## src/rtl/bus_arbiter_rr_if.sv

```systemverilog
// bus_arbiter_rr_if: requester / arbiter / downstream-sink bus bundle.
// master: arbiter side (drives grant and the serialized beat stream).
// slave:  requester and sink side (drives req, words and data_ready).
// Optional macro BUS_ARBITER_LOCK_EN adds the per-requester req_lock vector.
interface bus_arbiter_rr_if #(
   parameter int unsigned NREQ  = 2,
   parameter int unsigned ADDRW = 24,
   parameter int unsigned DW    = 8
);
   localparam int unsigned WORDW = ADDRW + 8;

   logic [NREQ-1:0]       req;
   logic [NREQ*WORDW-1:0] data_in;
   logic [NREQ-1:0]       grant;
   logic [DW-1:0]         data_out;
   logic                  data_valid;
   logic                  data_ready;
   logic                  data_last;

`ifdef BUS_ARBITER_LOCK_EN
   logic [NREQ-1:0]       req_lock;

   modport master (
      input  req, req_lock, data_in, data_ready,
      output grant, data_out, data_valid, data_last
   );

   modport slave (
      output req, req_lock, data_in, data_ready,
      input  grant, data_out, data_valid, data_last
   );
`else
   modport master (
      input  req, data_in, data_ready,
      output grant, data_out, data_valid, data_last
   );

   modport slave (
      output req, data_in, data_ready,
      input  grant, data_out, data_valid, data_last
   );
`endif

endinterface

```

## src/rtl/bus_arbiter_rr.sv

```systemverilog
// bus_arbiter_rr: round-robin arbiter over NREQ requesters that serializes the
// granted ADDRW+8 bit word onto a DW-bit valid/ready bus, LSB slice first.
// Optional macro BUS_ARBITER_LOCK_EN: a requester holding req_lock keeps the
// grant across consecutive words.
module bus_arbiter_rr #(
   parameter int unsigned NREQ  = 2,
   parameter int unsigned ADDRW = 24,
   parameter int unsigned DW    = 8
) (
   input logic              clk,
   input logic              rst_n,
   bus_arbiter_rr_if.master bus
);

   localparam int unsigned WORDW = ADDRW + 8;
   localparam int unsigned BEATS = WORDW / DW;
   localparam int unsigned BW    = (BEATS > 1) ? $clog2(BEATS) : 1;
   localparam int unsigned IW    = (NREQ > 1) ? $clog2(NREQ) : 1;
   localparam int unsigned DIW   = $clog2(NREQ * WORDW);

   localparam logic [BW-1:0] LastBeat = BW'(BEATS - 1);
   localparam logic [IW-1:0] LastReq  = IW'(NREQ - 1);

   typedef enum logic {StIdle, StSend} state_e;

   state_e          state_q;
   logic [NREQ-1:0] grant_q;
   logic [IW-1:0]   gnt_idx_q;
   logic [IW-1:0]   last_idx_q;
   logic [BW-1:0]   beat_q;
   logic            valid_q;

   logic [IW-1:0]   arb_ptr;
   logic            win_found;
   logic [IW-1:0]   win_idx;
   logic [NREQ-1:0] win_onehot;
   int unsigned     cand;
   logic [IW-1:0]   cand_idx;

   logic            accept;
   logic            last_accept;
   logic            lock_keep;
   logic [DIW-1:0]  slice_base;
   logic [DW-1:0]   data_out_c;

   // Round-robin search starting after the pointer. While sending, the pointer is the
   // granted index, so a re-arbitration on the last beat ranks the current owner last.
   always_comb begin
      arb_ptr    = (state_q == StSend) ? gnt_idx_q : last_idx_q;
      win_found  = 1'b0;
      win_idx    = '0;
      cand       = 0;
      cand_idx   = '0;
      for (int unsigned k = 1; k <= NREQ; k++) begin
         cand = 32'(arb_ptr) + k;
         if (cand >= NREQ) begin
            cand = cand - NREQ;
         end
         cand_idx = IW'(cand);
         if (!win_found && bus.req[cand_idx]) begin
            win_found = 1'b1;
            win_idx   = cand_idx;
         end
      end
      win_onehot          = '0;
      win_onehot[win_idx] = 1'b1;
   end

   // Handshake and burst-lock qualifiers for the current beat.
   always_comb begin
      accept      = valid_q && bus.data_ready;
      last_accept = accept && (beat_q == LastBeat);
`ifdef BUS_ARBITER_LOCK_EN
      lock_keep   = bus.req_lock[gnt_idx_q] && bus.req[gnt_idx_q];
`else
      lock_keep   = 1'b0;
`endif
   end

   // Arbitration / serialization FSM; grant, valid, beat and pointer are all registered.
   always_ff @(posedge clk or negedge rst_n) begin
      if (!rst_n) begin
         state_q    <= StIdle;
         grant_q    <= '0;
         gnt_idx_q  <= '0;
         last_idx_q <= LastReq;
         beat_q     <= '0;
         valid_q    <= 1'b0;
      end else begin
         case (state_q)
            StIdle: begin
               if (win_found) begin
                  state_q   <= StSend;
                  grant_q   <= win_onehot;
                  gnt_idx_q <= win_idx;
                  beat_q    <= '0;
                  valid_q   <= 1'b1;
               end
            end
            StSend: begin
               if (accept && !last_accept) begin
                  beat_q <= beat_q + 1'b1;
               end else if (last_accept) begin
                  beat_q <= '0;
                  if (!lock_keep) begin
                     last_idx_q <= gnt_idx_q;
                     if (win_found) begin
                        // Back-to-back hand-over, no idle bubble.
                        grant_q   <= win_onehot;
                        gnt_idx_q <= win_idx;
                     end else begin
                        state_q <= StIdle;
                        grant_q <= '0;
                        valid_q <= 1'b0;
                     end
                  end
               end
            end
            default: begin
               state_q <= StIdle;
               grant_q <= '0;
               valid_q <= 1'b0;
            end
         endcase
      end
   end

   // Beat mux driven only by registered grant index and beat counter; zero when idle.
   always_comb begin
      slice_base = DIW'(32'(gnt_idx_q) * WORDW + 32'(beat_q) * DW);
      data_out_c = '0;
      if (valid_q) begin
         data_out_c = bus.data_in[slice_base +: DW];
      end
   end

   assign bus.grant      = grant_q;
   assign bus.data_valid = valid_q;
   assign bus.data_last  = valid_q && (beat_q == LastBeat);
   assign bus.data_out   = data_out_c;

endmodule

```

## src/flat_wrapper.sv

```systemverilog
// flat-port wrapper written by rule: the top's interface ports become plain ports
module bus_arbiter_rr_flat 
#(
   parameter int unsigned NREQ  = 2,
   parameter int unsigned ADDRW = 24,
   parameter int unsigned DW    = 8
)
  (clk, rst_n, bus_req, bus_data_in, bus_data_ready, bus_grant, bus_data_out, bus_data_valid, bus_data_last);
  bus_arbiter_rr_if #(.NREQ(NREQ), .ADDRW(ADDRW), .DW(DW)) bus_i ();
  input logic clk;
  input logic rst_n;
  input wire logic [$bits(bus_i.req)-1:0] bus_req;
  input wire logic [$bits(bus_i.data_in)-1:0] bus_data_in;
  input wire logic [$bits(bus_i.data_ready)-1:0] bus_data_ready;
  output wire logic [$bits(bus_i.grant)-1:0] bus_grant;
  output wire logic [$bits(bus_i.data_out)-1:0] bus_data_out;
  output wire logic [$bits(bus_i.data_valid)-1:0] bus_data_valid;
  output wire logic [$bits(bus_i.data_last)-1:0] bus_data_last;
  assign bus_i.req = bus_req;
  assign bus_i.data_in = bus_data_in;
  assign bus_i.data_ready = bus_data_ready;
  assign bus_grant = bus_i.grant;
  assign bus_data_out = bus_i.data_out;
  assign bus_data_valid = bus_i.data_valid;
  assign bus_data_last = bus_i.data_last;
  bus_arbiter_rr #(.NREQ(NREQ), .ADDRW(ADDRW), .DW(DW)) u_core (.clk(clk), .rst_n(rst_n), .bus(bus_i));
endmodule
```

## config.mk

```make
export PLATFORM = sky130hd
export DESIGN_NAME = bus_arbiter_rr_flat
export DESIGN_NICKNAME = d
export VERILOG_FILES = /design/src/rtl/bus_arbiter_rr_if.sv /design/src/rtl/bus_arbiter_rr.sv /design/src/flat_wrapper.sv
export SDC_FILE = /design/constraint.sdc
export NUM_CORES = 1
export LEC_CHECK = 0
export CAP_MARGIN = 20
export CORE_AREA = 3 3 59 61
export DETAILED_ROUTE_END_ITERATION = 6
export DIE_AREA = 0 0 62 64
export GPL_TIMING_DRIVEN = 1
export PLACE_DENSITY = 0.82
export SETUP_SLACK_MARGIN = 0.1
export SYNTH_ARGS = -nofsm -noshare
export SYNTH_HDL_FRONTEND = slang
export SYNTH_SLANG_ARGS = --single-unit
```

## constraint.sdc

```tcl
create_clock -name clk -period 1.9 [get_ports clk]
set_input_delay 0.38 -clock clk [delete_from_list [all_inputs] [get_ports clk]]
set_output_delay 0.38 -clock clk [all_outputs]
set_load 0.05 [all_outputs]
```

==> impl.org <==
** STA
- Worst slew margin :: 65.3%
- Number of hold-slack violations in the final timing report :: 0
- Worst Clk Skew :: 0.000511 ns
- Period minus WS final :: 2.10 ns
- Unrepaired setup endpoints after global routing :: true
- Min setup slack post-route :: -0.199 ns
- Worst Max-Slew Pin Slew :: 0.520 ns
- Finish-stage setup viols :: 8
- Number of pins exceeding their max-slew limit in the final report :: 0
- Maximum operating frequency :: 0.477 GHz
- Of the available clock period, the critical path in the final layout requires 110%.

** Final layout
- Commonest non-fill, non-tap cells in the layout :: 68 x sky130_fd_sc_hd__clkdlybuf4s50_1, 16 x sky130_fd_sc_hd__mux4_2, 16 x sky130_fd_sc_hd__nand2_2
- Antenna diode count :: 0
- Area of the multi-input gates :: 787 um^2
- Leaving out fill and tap cells, the most frequent cell in the layout is sky130_fd_sc_hd__clkdlybuf4s50_1.
- Combined flip-flop and latch cell area :: 204 um^2
- Final nets :: 240
- Counting the fill cells in the layout gives 223.
- From synthesis to final layout, the design area changed by 113%.
- Layout cell share with drive strength beyond 1 :: 39.6%

** Power and ir drop
- The design draws 3020 uW.
- Share of total power consumed by net switching :: 48.9%
- Register share of total power :: 15.2%
- Leakage power total :: 0.000792 uW
- Max VDD drop :: 915 uV
- For this design the total switching power over the nets is 1480 uW.
- The clock network accounts for 4.8% of the total power.
- Power Internal :: 1540 uW
- Power Density :: 1500 mW/mm^2
- Combinational share of power :: 80.0%

** Setup path
- In this design, the stage delay of the slowest critical-path cell is 0.51 ns.
- STA puts the critical path data required time at 1.52 ns.
- Critical R2R Launch :: u_core.beat_q[0]
- The worst setup path is of the reg -> out kind.
- CP cell instances :: clkbuf_16 > mux4_2 > nand2_2 > a21boi_4 > buf_6
- STA classifies the critical path endpoint as a primary output.
- Crit-path max FO :: 4
- The worst register-to-register path has a setup slack of 0.26 ns.
- The critical path starts at u_core.beat_q[0].
- Together, buffers and inverters on the worst path number 2.
- Category of the worst setup path launch point :: flip-flop
- Grouping stages by cell kind, the critical path spends the most delay in multiplexers.
- Arrival time of the worst setup path :: 1.72 ns
- The slowest stage of the critical path belongs to the cell sky130_fd_sc_hd__mux4_2.

** Worst hold path
- The tightest min-delay check is of the in -> async type.

** Detailed routing
- Count of routing violations after the opening detailed-route iteration :: 43
- After detailed routing, the average wire length per cell comes to 18.3 um.
- The pre-antenna-repair detailed-routing pass consisted of 4 iterations.
- Wires add up to 3900 um.
- Antenna viol nets, final :: 0
- The routed layout has 1,116 vias.
- Avg Vias per Cell :: 5.24
- For this run, design rule violations remaining after detail routing come to 0.

** GRT
- The number of antenna violations at the first check in global routing is 0.
- For this run the aggregate overflow at the end of global routing stands at 0.
- Wire length of the first global-routing pass :: 5580 um
- Entering global routing, the biggest net connects 19 pins.
- Global routing used 18.9% of the available tracks.
- Vias in the first global route :: 1,185

** Synthesis
- Number of distinct standard cells referenced by the synthesized netlist :: 27
- Yosys synthesis warning count :: 0
- Synthesized Nets :: 156
- Ranked by total cell area, the synthesized netlist is headed by sky130_fd_sc_hd__mux4_2 22%, sky130_fd_sc_hd__mux4_1 20%, sky130_fd_sc_hd__dfrtp_1 19%, sky130_fd_sc_hd__nand2_1 7.6%, sky130_fd_sc_hd__a21boi_1 7.2%.
- Cell accounting for the most synthesized area :: sky130_fd_sc_hd__mux4_2
- Synthesized area :: 942 um^2
- Sequential elements use 21.4% of the synthesized area.
- Average cell area after synthesis :: 11.0 um^2
- Synthesis produced 86 cells.
- In this run, synthesis produced a sequential element count of 8.
- The share of synthesized area in the top cell type comes to 21.5%.

** Clocking
- Clk sink count :: 8
- TritonCTS built the clock tree.
- Later-pin clock latency in the skew report :: 0.26 ns
- CTS root buffer :: sky130_fd_sc_hd__clkbuf_4
- The clock passes through at most 2 buffers.
- Clock slew seen by the registers of the worst setup and hold paths :: 0.06 ns
- In this run the number of H-tree levels came out at 1.
- After clock tree synthesis, the flow added hold-fix buffers numbering 0.
- TritonCTS created 3 clock buffers.

** Floorplan
- Once the floorplan was initialized, standard cells occupied 31.1% of the core.
- The floorplan step defined a die boundary enclosing 0.00397 mm^2.
- Count of boundary I/O pins :: 81
- Die W :: 62 um
- After floorplanning, the core was sized to cover 0.00303 mm^2.
- In this run the vertical extent of the chip is 64 um.
- Row generation in the floorplan step produced 20 rows.

** Flow run
- Max-cap violations :: 0

** Placement
- Quantity of I/O buffers inserted on ports :: 80
- Global placer's final weighted congestion :: 0.801
- Setup slack after placement :: -0.196 ns
- Detailed placement finished with a half-perimeter wire length of 3140 um.

** Status
- The final reports fail on setup timing.
- The run finished, with violations left.
cell type report:
| class | count | share of cell area (%) |
|---|---|---|
| Clock buffer | 4 | 1.31 |
| Tap cell | 44 | 2.75 |
| Inverter | 5 | 0.936 |
| Sequential cell | 8 | 10.2 |
| Multi-Input combinational cell | 66 | 39.3 |
| Timing Repair Buffer | 86 | 45.6 |
sequential cells by signal, indices dropped and copies added, names as in the netlist:
| name | cells |
|---|---|
| u_core.bus.data_valid | 1 |
| u_core.beat_q | 2 |
| u_core.gnt_idx_q | 1 |
| u_core.bus.grant | 2 |
| u_core.state_q | 1 |
| u_core.last_idx_q | 1 |
power groups by stage:
stage          Clock, uW  Combinational [uW]  Sequential [uW]
2_1_floorplan          0                1520              396
3_3_place_gp           0                2050              403
3_5_place_dp           0                2090              413
4_1_cts              150                2250              429
5_1_grt              161                2540              479
6_report             146                2410              458
repair_timing:
action	in CTS	in global routing
gates cloned	0	1
endpoints found under the setup margin	10	9
endpoints found under the hold margin	0	0
pin swaps	4	2
buffers inserted	1	2
resized for setup	23	16
path summary, 6_finish.rpt:
check	to	depth (start not counted)
min in group clk	u_core.last_idx_q	2
max	bus_data_out[7]	5
max reg2reg	u_core.bus.grant[1]	7
min	u_core.state_q	1
min reg2reg	u_core.last_idx_q	2
max in group asynchronous	u_core.last_idx_q	1
kinds of logic after synthesis:
kind of cell,share of synthesized area [%]
adder cells (fa/ha/maj),1.33
AND/OR/NAND/NOR,11.6
buffers and inverters,7.70
multiplexers,42.1
flip-flops,21.4
AO/OA/AOI/OAI,15.9
stage by stage:
stage | cell area, um^2 | utilization (%) | hold WS [ns] | TNS, ns | cells
after floorplan | 1030 | - | 0.0844 | 0 | 86
after global placement | 1860 | 61.3 | 0.451 | -1.20 | 205
after detailed placement | 1860 | 61.3 | 0.460 | -1.24 | 205
after CTS | 1920 | 63.5 | 0.393 | -1.67 | 210
after global routing | 2000 | 66.2 | 0.402 | -1.86 | 213
final | 2000 | 66.2 | 0.394 | -1.44 | 213
layer usage:
metal | share of wire (%) | track usage, %
met1 | 32 | 19.0
met2 | 52 | 35.1
met3 | 14 | 5.86
met4 | 1.9 | 5.84
met5 | 0 | 0
cell usage after synthesis (all sizes together):
cell type and n:
nor2 1, nor3 1, o2bb2ai 1, o21ba 1, mux2i 1, mux4 16
ha 1, nand4 1, clkbuf 2, a31oi 1, nand3 2, dfstp 1
buf 5, o22ai 2, dfrtp 7, o21ai 4, nand2 19, a21oi 2
o31ai 2, a21boi 9, inv 5, and2 2
Note: power is estimated with default switching activity, not from simulation.
